==> config.mk <==
export PLATFORM = sky130hd
export DESIGN_NAME = volume_scaler
export DESIGN_NICKNAME = d
export VERILOG_FILES = /design/src/rtl/volume_pkg.sv /design/src/rtl/shift_add_mult.sv /design/src/rtl/volume_scaler.sv
export SDC_FILE = /design/constraint.sdc
export NUM_CORES = 1
export LEC_CHECK = 0
export ABC_CLOCK_PERIOD_IN_PS = 4500
export CAP_MARGIN = 30
export CORE_MARGIN = 4
export CORE_UTILIZATION = 51
export DETAILED_ROUTE_END_ITERATION = 12
export HOLD_SLACK_MARGIN = 0.06
export PLACE_DENSITY_LB_ADDON = 0.12
export RECOVER_POWER = 100
export SLEW_MARGIN = 10
export SYNTH_ARGS = -nofsm -noshare
export SYNTH_HDL_FRONTEND = slang
export SYNTH_HIERARCHICAL = 1
export SYNTH_SLANG_ARGS = --single-unit
==> constraint.sdc <==
create_clock -name clk -period 4.5 [get_ports clk]
set_clock_uncertainty 0.15 [all_clocks]
set_input_delay 1.125 -clock clk [delete_from_list [all_inputs] [get_ports clk]]
set_output_delay 1.125 -clock clk [all_outputs]
set_load 0.03 [all_outputs]
==> src/rtl/volume_pkg.sv <==
// Shared constants, gain lookup and multiplier FSM encoding for the volume scaler.
package volume_pkg;

  localparam int unsigned MAX_VOL_LEVEL = 10;
  // Gain is Q8: 256 represents unity, so 9 bits are needed.
  localparam int unsigned Q8_W    = 9;
  localparam int unsigned Q8_FRAC = 8;

  typedef enum logic [1:0] {
    StIdle,
    StMult,
    StDone
  } mult_state_e;

  // round(level * 256 / 10); levels above 10 clamp to unity.
  function automatic logic [Q8_W-1:0] gain_q8(input logic [3:0] level);
    logic [Q8_W-1:0] q8;
    case (level)
      4'd0:    q8 = 9'd0;
      4'd1:    q8 = 9'd26;
      4'd2:    q8 = 9'd51;
      4'd3:    q8 = 9'd77;
      4'd4:    q8 = 9'd102;
      4'd5:    q8 = 9'd128;
      4'd6:    q8 = 9'd154;
      4'd7:    q8 = 9'd179;
      4'd8:    q8 = 9'd205;
      4'd9:    q8 = 9'd230;
      default: q8 = 9'd256;
    endcase
    return q8;
  endfunction

endpackage

==> src/rtl/shift_add_mult.sv <==
// Sequential SAMPLE_W x 9-bit shift-add multiplier, one multiplier bit per clock, LSB first.
module shift_add_mult
  import volume_pkg::*;
#(
  parameter int unsigned SAMPLE_W = 8
) (
  input  logic                     clk,
  input  logic                     reset,
  input  logic                     start,
  input  logic [SAMPLE_W-1:0]      sample,
  input  logic [Q8_W-1:0]          gain,
  output logic                     busy,
  output logic                     done,
  output logic [SAMPLE_W+Q8_W-1:0] product
);

  localparam int unsigned ACC_W = SAMPLE_W + Q8_W;
  localparam int unsigned IDX_W = $clog2(Q8_W);

  logic [SAMPLE_W-1:0] a_q;
  logic [Q8_W-1:0]     b_q;
  logic [ACC_W-1:0]    acc_q, acc_d, partial;
  logic [IDX_W-1:0]    idx_q;
  logic                busy_q;
  logic                last;

  always_comb begin
    partial = b_q[idx_q] ? (ACC_W'(a_q) << idx_q) : '0;
    acc_d   = acc_q + partial;
    last    = (idx_q == IDX_W'(Q8_W - 1));
  end

  always_ff @(posedge clk or negedge reset) begin
    if (!reset) begin
      a_q    <= '0;
      b_q    <= '0;
      acc_q  <= '0;
      idx_q  <= '0;
      busy_q <= 1'b0;
    end else if (start) begin
      a_q    <= sample;
      b_q    <= gain;
      acc_q  <= '0;
      idx_q  <= '0;
      busy_q <= 1'b1;
    end else if (busy_q) begin
      acc_q <= acc_d;
      idx_q <= idx_q + IDX_W'(1);
      if (last) busy_q <= 1'b0;
    end
  end

  assign busy = busy_q;
  // done marks the cycle whose closing edge folds in the final bit; product is that final sum.
  assign done    = busy_q && last;
  assign product = acc_d;

endmodule

==> src/rtl/volume_scaler.sv <==
// Captures BCD volume, ramps the gain toward it one level at a time and scales
// incoming samples by the current gain through a sequential multiplier.
module volume_scaler
  import volume_pkg::*;
#(
  parameter int unsigned SAMPLE_W = 8,
  parameter int unsigned RAMP_DIV = 1000,
  parameter int unsigned MAX_VOL  = MAX_VOL_LEVEL
) (
  input  logic                clk,
  input  logic                reset,
  input  logic [3:0]          volume1,
  input  logic [3:0]          volume0,
  input  logic                mudou_volume,
  input  logic [SAMPLE_W-1:0] sample_in,
  input  logic                sample_valid,
  output logic                sample_ready,
  output logic [SAMPLE_W-1:0] sample_out,
  output logic                out_valid,
  output logic [3:0]          ganho_atual,
  output logic                erro_bcd
);

  localparam int unsigned ACC_W   = SAMPLE_W + Q8_W;
  localparam int unsigned CNT_W   = (RAMP_DIV > 1) ? $clog2(RAMP_DIV) : 1;
  localparam logic [CNT_W-1:0] CNT_MAX = CNT_W'(RAMP_DIV - 1);

  // Volume capture and gain ramp
  logic [7:0]       req_level;
  logic             vol_legal;
  logic [3:0]       target_q, target_d;
  logic [3:0]       gain_q, gain_d;
  logic [CNT_W-1:0] cnt_q, cnt_d;
  logic             erro_q, erro_d;

  assign req_level = 8'(volume1) * 8'd10 + 8'(volume0);
  assign vol_legal = (volume1 <= 4'd1) && (volume0 <= 4'd9) && (req_level <= 8'(MAX_VOL));

  always_comb begin
    target_d = target_q;
    gain_d   = gain_q;
    cnt_d    = cnt_q;
    erro_d   = erro_q;
    if (gain_q == target_q) begin
      cnt_d = '0;
    end else if (cnt_q == CNT_MAX) begin
      cnt_d  = '0;
      gain_d = (gain_q < target_q) ? gain_q + 4'd1 : gain_q - 4'd1;
    end else begin
      cnt_d = cnt_q + CNT_W'(1);
    end
    // A capture clears the counter even when a step happens on the same edge.
    if (mudou_volume) begin
      if (vol_legal) begin
        target_d = req_level[3:0];
        erro_d   = 1'b0;
        cnt_d    = '0;
      end else begin
        erro_d = 1'b1;
      end
    end
  end

  always_ff @(posedge clk or negedge reset) begin
    if (!reset) begin
      target_q <= '0;
      gain_q   <= '0;
      cnt_q    <= '0;
      erro_q   <= 1'b0;
    end else begin
      target_q <= target_d;
      gain_q   <= gain_d;
      cnt_q    <= cnt_d;
      erro_q   <= erro_d;
    end
  end

  assign ganho_atual = gain_q;
  assign erro_bcd    = erro_q;

  // Sample handshake and multiply sequencing
  mult_state_e         state_q;
  logic [SAMPLE_W-1:0] sample_out_q;
  logic                out_valid_q;
  logic                accept;
  logic                mult_busy, mult_done;
  logic [ACC_W-1:0]    product;
  logic [SAMPLE_W:0]   scaled;
  logic [SAMPLE_W-1:0] saturated;
  logic                unused_lsb;

  assign sample_ready = (state_q == StIdle) && !mult_busy;
  assign accept       = sample_valid && sample_ready;

  shift_add_mult #(
    .SAMPLE_W(SAMPLE_W)
  ) u_mult (
    .clk    (clk),
    .reset  (reset),
    .start  (accept),
    .sample (sample_in),
    .gain   (gain_q8(gain_q)),
    .busy   (mult_busy),
    .done   (mult_done),
    .product(product)
  );

  assign scaled     = product[ACC_W-1:Q8_FRAC];
  assign saturated  = scaled[SAMPLE_W] ? '1 : scaled[SAMPLE_W-1:0];
  assign unused_lsb = ^product[Q8_FRAC-1:0];

  always_ff @(posedge clk or negedge reset) begin
    if (!reset) begin
      state_q      <= StIdle;
      sample_out_q <= '0;
      out_valid_q  <= 1'b0;
    end else begin
      unique case (state_q)
        StIdle: begin
          out_valid_q <= 1'b0;
          if (accept) state_q <= StMult;
        end
        StMult: begin
          if (mult_done) begin
            sample_out_q <= saturated;
            out_valid_q  <= 1'b1;
            state_q      <= StDone;
          end
        end
        StDone: begin
          out_valid_q <= 1'b0;
          state_q     <= StIdle;
        end
        default: begin
          out_valid_q <= 1'b0;
          state_q     <= StIdle;
        end
      endcase
    end
  end

  assign sample_out = sample_out_q;
  assign out_valid  = out_valid_q;

endmodule

After elaboration in Yosys (flattened, before gate mapping)
Memory sizes are Yosys's and may differ from the RTL's. A register that Yosys moved wholly into a read port is not among the register bits.
Cells that the tools add are included.
Word-level totals
  register bits after elaboration: 60
  bits in latches: 0
  memory bits (writable): 0
  memory bits (read-only): 144
  input bits: 20
  output and inout port bits: 15
  memories: 1
Cells by class
  $add $sub $neg: 6
  multipliers: 1
  divide/modulo/power cells: 0
  order comparisons: 5
  eq/ne operators: 6
  shift-type cells: 1
  muxes and demuxes: 22
  bitwise logic cells: 1
  reduce and logical (&&, ||, !) cells: 13
Memories
  (no name shown): depth 16, bits a word 9, read ports 1, clocked after memory_dff 1, write ports 0, line volume_pkg.sv:18  | case (level)
Operators with widths (count)
  2-to-1 mux 17 bit: 3
  2-to-1 mux 10 bit: 4
  adder 17 bit: 1
  left shift 8 x 4 -> 17 bit: 1
  2-to-1 mux 4 bit: 3
  adder 10 x 1 -> 10 bit, second input constant: 1
  equality test 10 bit, second input constant: 1
  adder 4 x 1 -> 4 bit, second input constant: 2
  adder 8 x 4 -> 8 bit: 1
  <= comparator 8 x 4 -> 1 bit, second input constant: 1
  2-to-1 mux 8 bit: 1
  AND reduction 2 bit: 4
  multiplier 4 x 3 -> 7 bit, second input constant: 1
  2-to-1 mux 1 bit: 7
  logical AND 1 bit: 5
  less-than comparator 4 x 5 -> 1 bit, second input constant: 1
  binary-select mux 1 bit (select 4 bit): 1
  equality test 4 bit: 1
  equality test 4 bit, second input constant: 1
  <= comparator 4 x 1 -> 1 bit, second input constant: 1
  <= comparator 4 bit, second input constant: 1
  less-than comparator 4 bit: 1
  2-to-1 mux 2 bit: 2
  inequality test 2 bit, second input constant: 2
  other kinds (7): 8

Longest topological paths before layout
  word-level depth: 6
  gate-level depth with buffers: 16
  depth with buffers taken out: 13

Hierarchy
The synthesis kept the hierarchy.
By module, submodules not included
  shift_add_mult: instances 1, cells each 325, area an instance 3026.7 um^2, seq. area each 975.9 um^2
  volume_scaler: instances 1, cells each 197, area an instance 1859.3 um^2, seq. area each 750.7 um^2

Least setup slack after synthesis
OpenSTA, ideal clock, no wires.
  path kind: flip-flop to flip-flop
  start point: reg u_mult.idx_q[0]
  end point: reg sample_out_q[0], in the netlist sample_out[0]
  setup time: 0.083 ns
  data arrival time: 3.321 ns
  required time: 4.267 ns
  setup slack: 0.946 ns
  stages on the path, launching flop included: 15
  buffers on the path: 2
  path through: dfrtp_1 buf_2 mux4_2 mux2_2 nand2_2 nor2_1 ha_1 a21o_1 a221o_4 o211ai_4 o21a_1 xnor2_1 buf_1 nor2_1 o21ai_0
Between the ends
  word-level cells in the longest chain between the ends: 5
  elaborated cells on any way between the ends: 9
  classes of those cells: add/sub: 1; eq/ne: 1; shift: 1; mux: 4; reduce/logical: 2
Ends and longest elaborated chain
  start, declared: line shift_add_mult.sv:23  | logic [IDX_W-1:0] idx_q;
  start signal, assigned: line shift_add_mult.sv:48  | idx_q <= idx_q + IDX_W'(1);
  binary-select mux 1 bit (select 4 bit): line shift_add_mult.sv:28  | partial = b_q[idx_q] ? (ACC_W'(a_q) << idx_q) : '0;
  2-to-1 mux 1 bit (not written as such): line shift_add_mult.sv:28
  2-to-1 mux 17 bit *: line shift_add_mult.sv:28
  adder 17 bit *: line shift_add_mult.sv:29  | acc_d = acc_q + partial;
  via product[16]: line volume_scaler.sv:87  | logic [ACC_W-1:0] product;
  2-to-1 mux 8 bit *: line volume_scaler.sv:109  | assign saturated = scaled[SAMPLE_W] ? '1 : scaled[SAMPLE_W-1:0];
  end signal, assigned: line volume_scaler.sv:125  | sample_out_q <= saturated;
  end, declared: line volume_scaler.sv:83  | logic [SAMPLE_W-1:0] sample_out_q;
Mark *: on every way through the listed nets, which the timed path passes. The rest lies on a longest branch. The select of a mux whose other input is x is not followed.
A chain may end at the register's enable or synchronous reset.

Final worst setup path
  start point: in volume1[1]
  end point: reg target_q[0]
Between the ends
  word-level cells in the longest chain between the ends: 5
  elaborated cells on any way between the ends: 7
  classes of those cells: add/sub: 1; mul: 1; order compare: 2; reduce/logical: 3
Ends and longest elaborated chain
  start, declared: line volume_scaler.sv:12  | input logic [3:0] volume1,
  multiplier 4 x 3 -> 7 bit: line volume_scaler.sv:36  | assign req_level = 8'(volume1) * 8'd10 + 8'(volume0);
  adder 8 x 4 -> 8 bit: line volume_scaler.sv:36
  <= comparator 8 x 4 -> 1 bit: line volume_scaler.sv:37  | assign vol_legal = (volume1 <= 4'd1) && (volume0 <= 4'd9) && (req_level <= 8'(MAX_VOL));
  logical AND 1 bit *: line volume_scaler.sv:37
  AND reduction 2 bit (no source line) *
  end signal, assigned: line volume_scaler.sv:71  | target_q <= target_d;
  end, declared: line volume_scaler.sv:31  | logic [3:0] target_q, target_d;
Mark *: on every way between the ends. The rest lies on a longest branch, timed or not.

==> qor.json <==
{
  "fp-row-count": {"value": 35},
  "finish.net_count": {"value": 609},
  "end_kind": {"value": "flip-flop"},
  "globalRouteTotalUtil": {"value": 0.199},
  "post_cts_resize_count": {"value": 0},
  "worst-endpoint-arrival": {"value": 4.17, "unit": "ns"},
  "cts-buffers-inserted": {"value": 9},
  "critPathSlowestCell": {"value": "dlygate4sd3_1"},
  "clock_power_share": {"value": 0.379},
  "cts_post_setup_buffers_inserted": {"value": 0},
  "buffers_and_inverters_on_the_worst_path": {"value": 2},
  "drt_iter0_drc": {"value": 140},
  "power_switching_share": {"value": 0.276},
  "pwr-share-comb": {"value": 0.109},
  "grt_antenna_before_repair": {"value": 0},
  "netlist_instances": {"value": 518},
  "gpl.final_weighted_congestion": {"value": 0.898},
  "report.final.slew_viol_count": {"value": 37},
  "first_global_vias": {"value": 3835},
  "antenna_left": {"value": 0},
  "timing.hold.worst.class": {"value": "reg2reg"},
  "postSynthAreaPerCell": {"value": 9.39, "unit": "sq um"},
  "status": {"value": "finished with violations"},
  "number_of_buffers_on_the_longest_clock_path": {"value": 2},
  "pin_count": {"value": 35},
  "clock_latency": {"value": 0.35, "unit": "ns"},
  "net_load_switching_power": {"value": 0.379, "unit": "mW"},
  "viasPerCell": {"value": 5.60},
  "share_seq_of_total_power": {"value": 0.512},
  "worst_hold_startpoint": {"value": "cnt_q[0]$_DFF_PN0_"},
  "setup_tns": {"value": 0, "unit": "ns"},
  "unrepaired_setup_endpoints_after_global_routing": {"value": "no"},
  "hold_slack": {"value": 0.306, "unit": "ns"},
  "post-route-drc-count": {"value": 0},
  "wl_per_cell": {"value": 15.3, "unit": "microns"},
  "synthToLayoutAreaGrowth": {"value": 12.9, "unit": "%"},
  "filler_cell_count": {"value": 819},
  "place_ws": {"value": 0.369, "unit": "ns"},
  "cts_max_level": {"value": 3},
  "layout.cell_area.non_filler": {"value": 5490, "unit": "sq um"},
  "r2r_end": {"value": "sample_out[5]$_DFFE_PN0P_"},
  "rrSetupSlack": {"value": 0.50, "unit": "ns"},
  "power.density": {"value": 250, "unit": "nW/um^2"},
  "worst_path_dominant_cell_family": {"value": "adder cells"},
  "failed_checks": {"value": "capacitance limit, slew limit"},
  "cts-root-buf": {"value": "clkbuf_8"},
  "initial_utilization": {"value": 0.524},
  "place_area": {"value": 5330, "unit": "sq um"},
  "rr_startpoint": {"value": "u_mult/idx_q[1]$_DFFE_PN0P_"},
  "cts-hold-fix-buffers": {"value": 0},
  "syn-cell-area": {"value": 4860, "unit": "sq um"},
  "placed_cells_incl_taps": {"value": 668},
  "finalNonFillerCells": {"value": 684},
  "critPathKind": {"value": "in2reg"},
  "min_delay_path_depth": {"value": 1},
  "die-area": {"value": 11200, "unit": "sq um"},
  "drt-pass1-iter-count": {"value": 4},
  "io_buffers": {"value": 34},
  "holdPathEnd": {"value": "cnt_q[0]$_DFF_PN0_"},
  "grt_pass1_wl": {"value": 18100, "unit": "microns"},
  "antenna-diode-count": {"value": 0},
  "critPathLaunchType": {"value": "input port"},
  "share_of_layout_cells_above_drive_strength_1": {"value": 0.105},
  "largest_net_degree_at_the_start_of_global_routing": {"value": 51},
  "crit_path_max_incr_delay": {"value": 0.62, "unit": "ns"},
  "critPathRequiredTime": {"value": 4.59, "unit": "ns"},
  "internal_power": {"value": 0.994, "unit": "mW"},
  "die-width": {"value": 106, "unit": "microns"},
  "reg2reg_depth": {"value": 14},
  "maxClockFrequency": {"value": 245, "unit": "MHz"},
  "power.leakage": {"value": 2.53, "unit": "nW"},
  "critical_path_peak_fanout": {"value": 7},
  "source_of_the_critical_timing_path": {"value": "volume1[1]"},
  "routed_wl": {"value": 10400, "unit": "microns"},
  "report.final.setup_viol": {"value": 0},
  "clk_transition_reported_paths": {"value": 0.08, "unit": "ns"},
  "core_area": {"value": 9280, "unit": "sq um"},
  "globalRoute.totalOverflow": {"value": 0},
  "post-route-min-period": {"value": 4.08, "unit": "ns"},
  "finalHoldViolCount": {"value": 0},
  "final_cell_mix": {"value": "dfrtp_1, nor2_1, nand2_1"},
  "finalWorstSetupSlack": {"value": 0.420, "unit": "ns"},
  "most_frequent_standard_cell_in_the_layout_excluding_fill_and_tap_cells": {"value": "dfrtp_1"},
  "net_count_synth": {"value": 577},
  "tritoncts": {"value": "built"},
  "path_cells": {"value": "dlygate4sd3_1 -> ha_1 -> ha_1 -> fa_1 -> nor4b_1 -> nand3_1 -> nor4b_1 -> clkbuf_1 -> mux2_2"},
  "max-cap-violations": {"value": 1},
  "routed-via-count": {"value": 3833},
  "worst_ir_drop_on_vdd": {"value": 0.000150, "unit": "V"},
  "floorplan.die.height": {"value": 106, "unit": "microns"},
  "worst_relative_slew_slack": {"value": -0.184},
  "finalCritPeriodShare": {"value": 0.907},
  "utilization": {"value": 0.592},
  "design_power_total": {"value": 1.37, "unit": "mW"},
  "tritoncts_num_sinks": {"value": 69},
  "dp.final_hpwl": {"value": 7850, "unit": "microns"},
  "timing_worst_slew_pin_value": {"value": 1.78, "unit": "ns"},
  "yosysWarnings": {"value": 6}
}
## final cells by class
cell class	instances	area [sq um]	share of cell area
Tap cell	129	161	0.0294
Sequential cell	69	1730	0.314
Timing Repair Buffer	41	377	0.0686
Multi-Input combinational cell	411	2960	0.539
Clock buffer	10	128	0.0232
Clock inverter	6	71.3	0.0130
Inverter	18	67.6	0.0123
## flip-flops by register name, summed over array words and instances (netlist names)
name and cells:
cnt_q 10, erro_bcd 1, ganho_atual 4, out_valid 1, sample_out 8, state_q 2, target_q 4, u_mult/a_q 8
u_mult/acc_q 17, u_mult/b_q 9, u_mult/busy 1, u_mult/idx_q 4
## metal layers
metal,track usage,vias to the layer above,part of all wire
met2,0.339,53,0.50
li1,-,1923,-
met5,0,-,0
met4,0.0629,0,0.016
met3,0.0361,13,0.027
met1,0.257,1844,0.46
## power groups by stage
| stage | Sequential [mW] | Combinational [mW] | Clock [mW] |
|---|---|---|---|
| floorplan | 0.698 | 0.113 | 0 |
| global placement | 0.712 | 0.149 | 0 |
| detailed placement | 0.714 | 0.159 | 0 |
| CTS | 0.703 | 0.158 | 0.538 |
| global route | 0.712 | 0.173 | 0.561 |
| finish | 0.703 | 0.149 | 0.521 |
## worst max path at each step
stage	end	slack [ns]	depth (start not counted)
after global placement	target_q[0]$_DFFE_PN0P_	0.47	9
final	target_q[0]$_DFFE_PN0P_	0.42	9
after CTS	sample_out[5]$_DFFE_PN0P_	0.62	15
after global routing	target_q[0]$_DFFE_PN0P_	0.21	9
after detailed placement	target_q[0]$_DFFE_PN0P_	0.37	9
after floorplan	sample_out[0]$_DFFE_PN0P_	0.95	14
No activity file was read; power rests on OpenSTA's default activity.
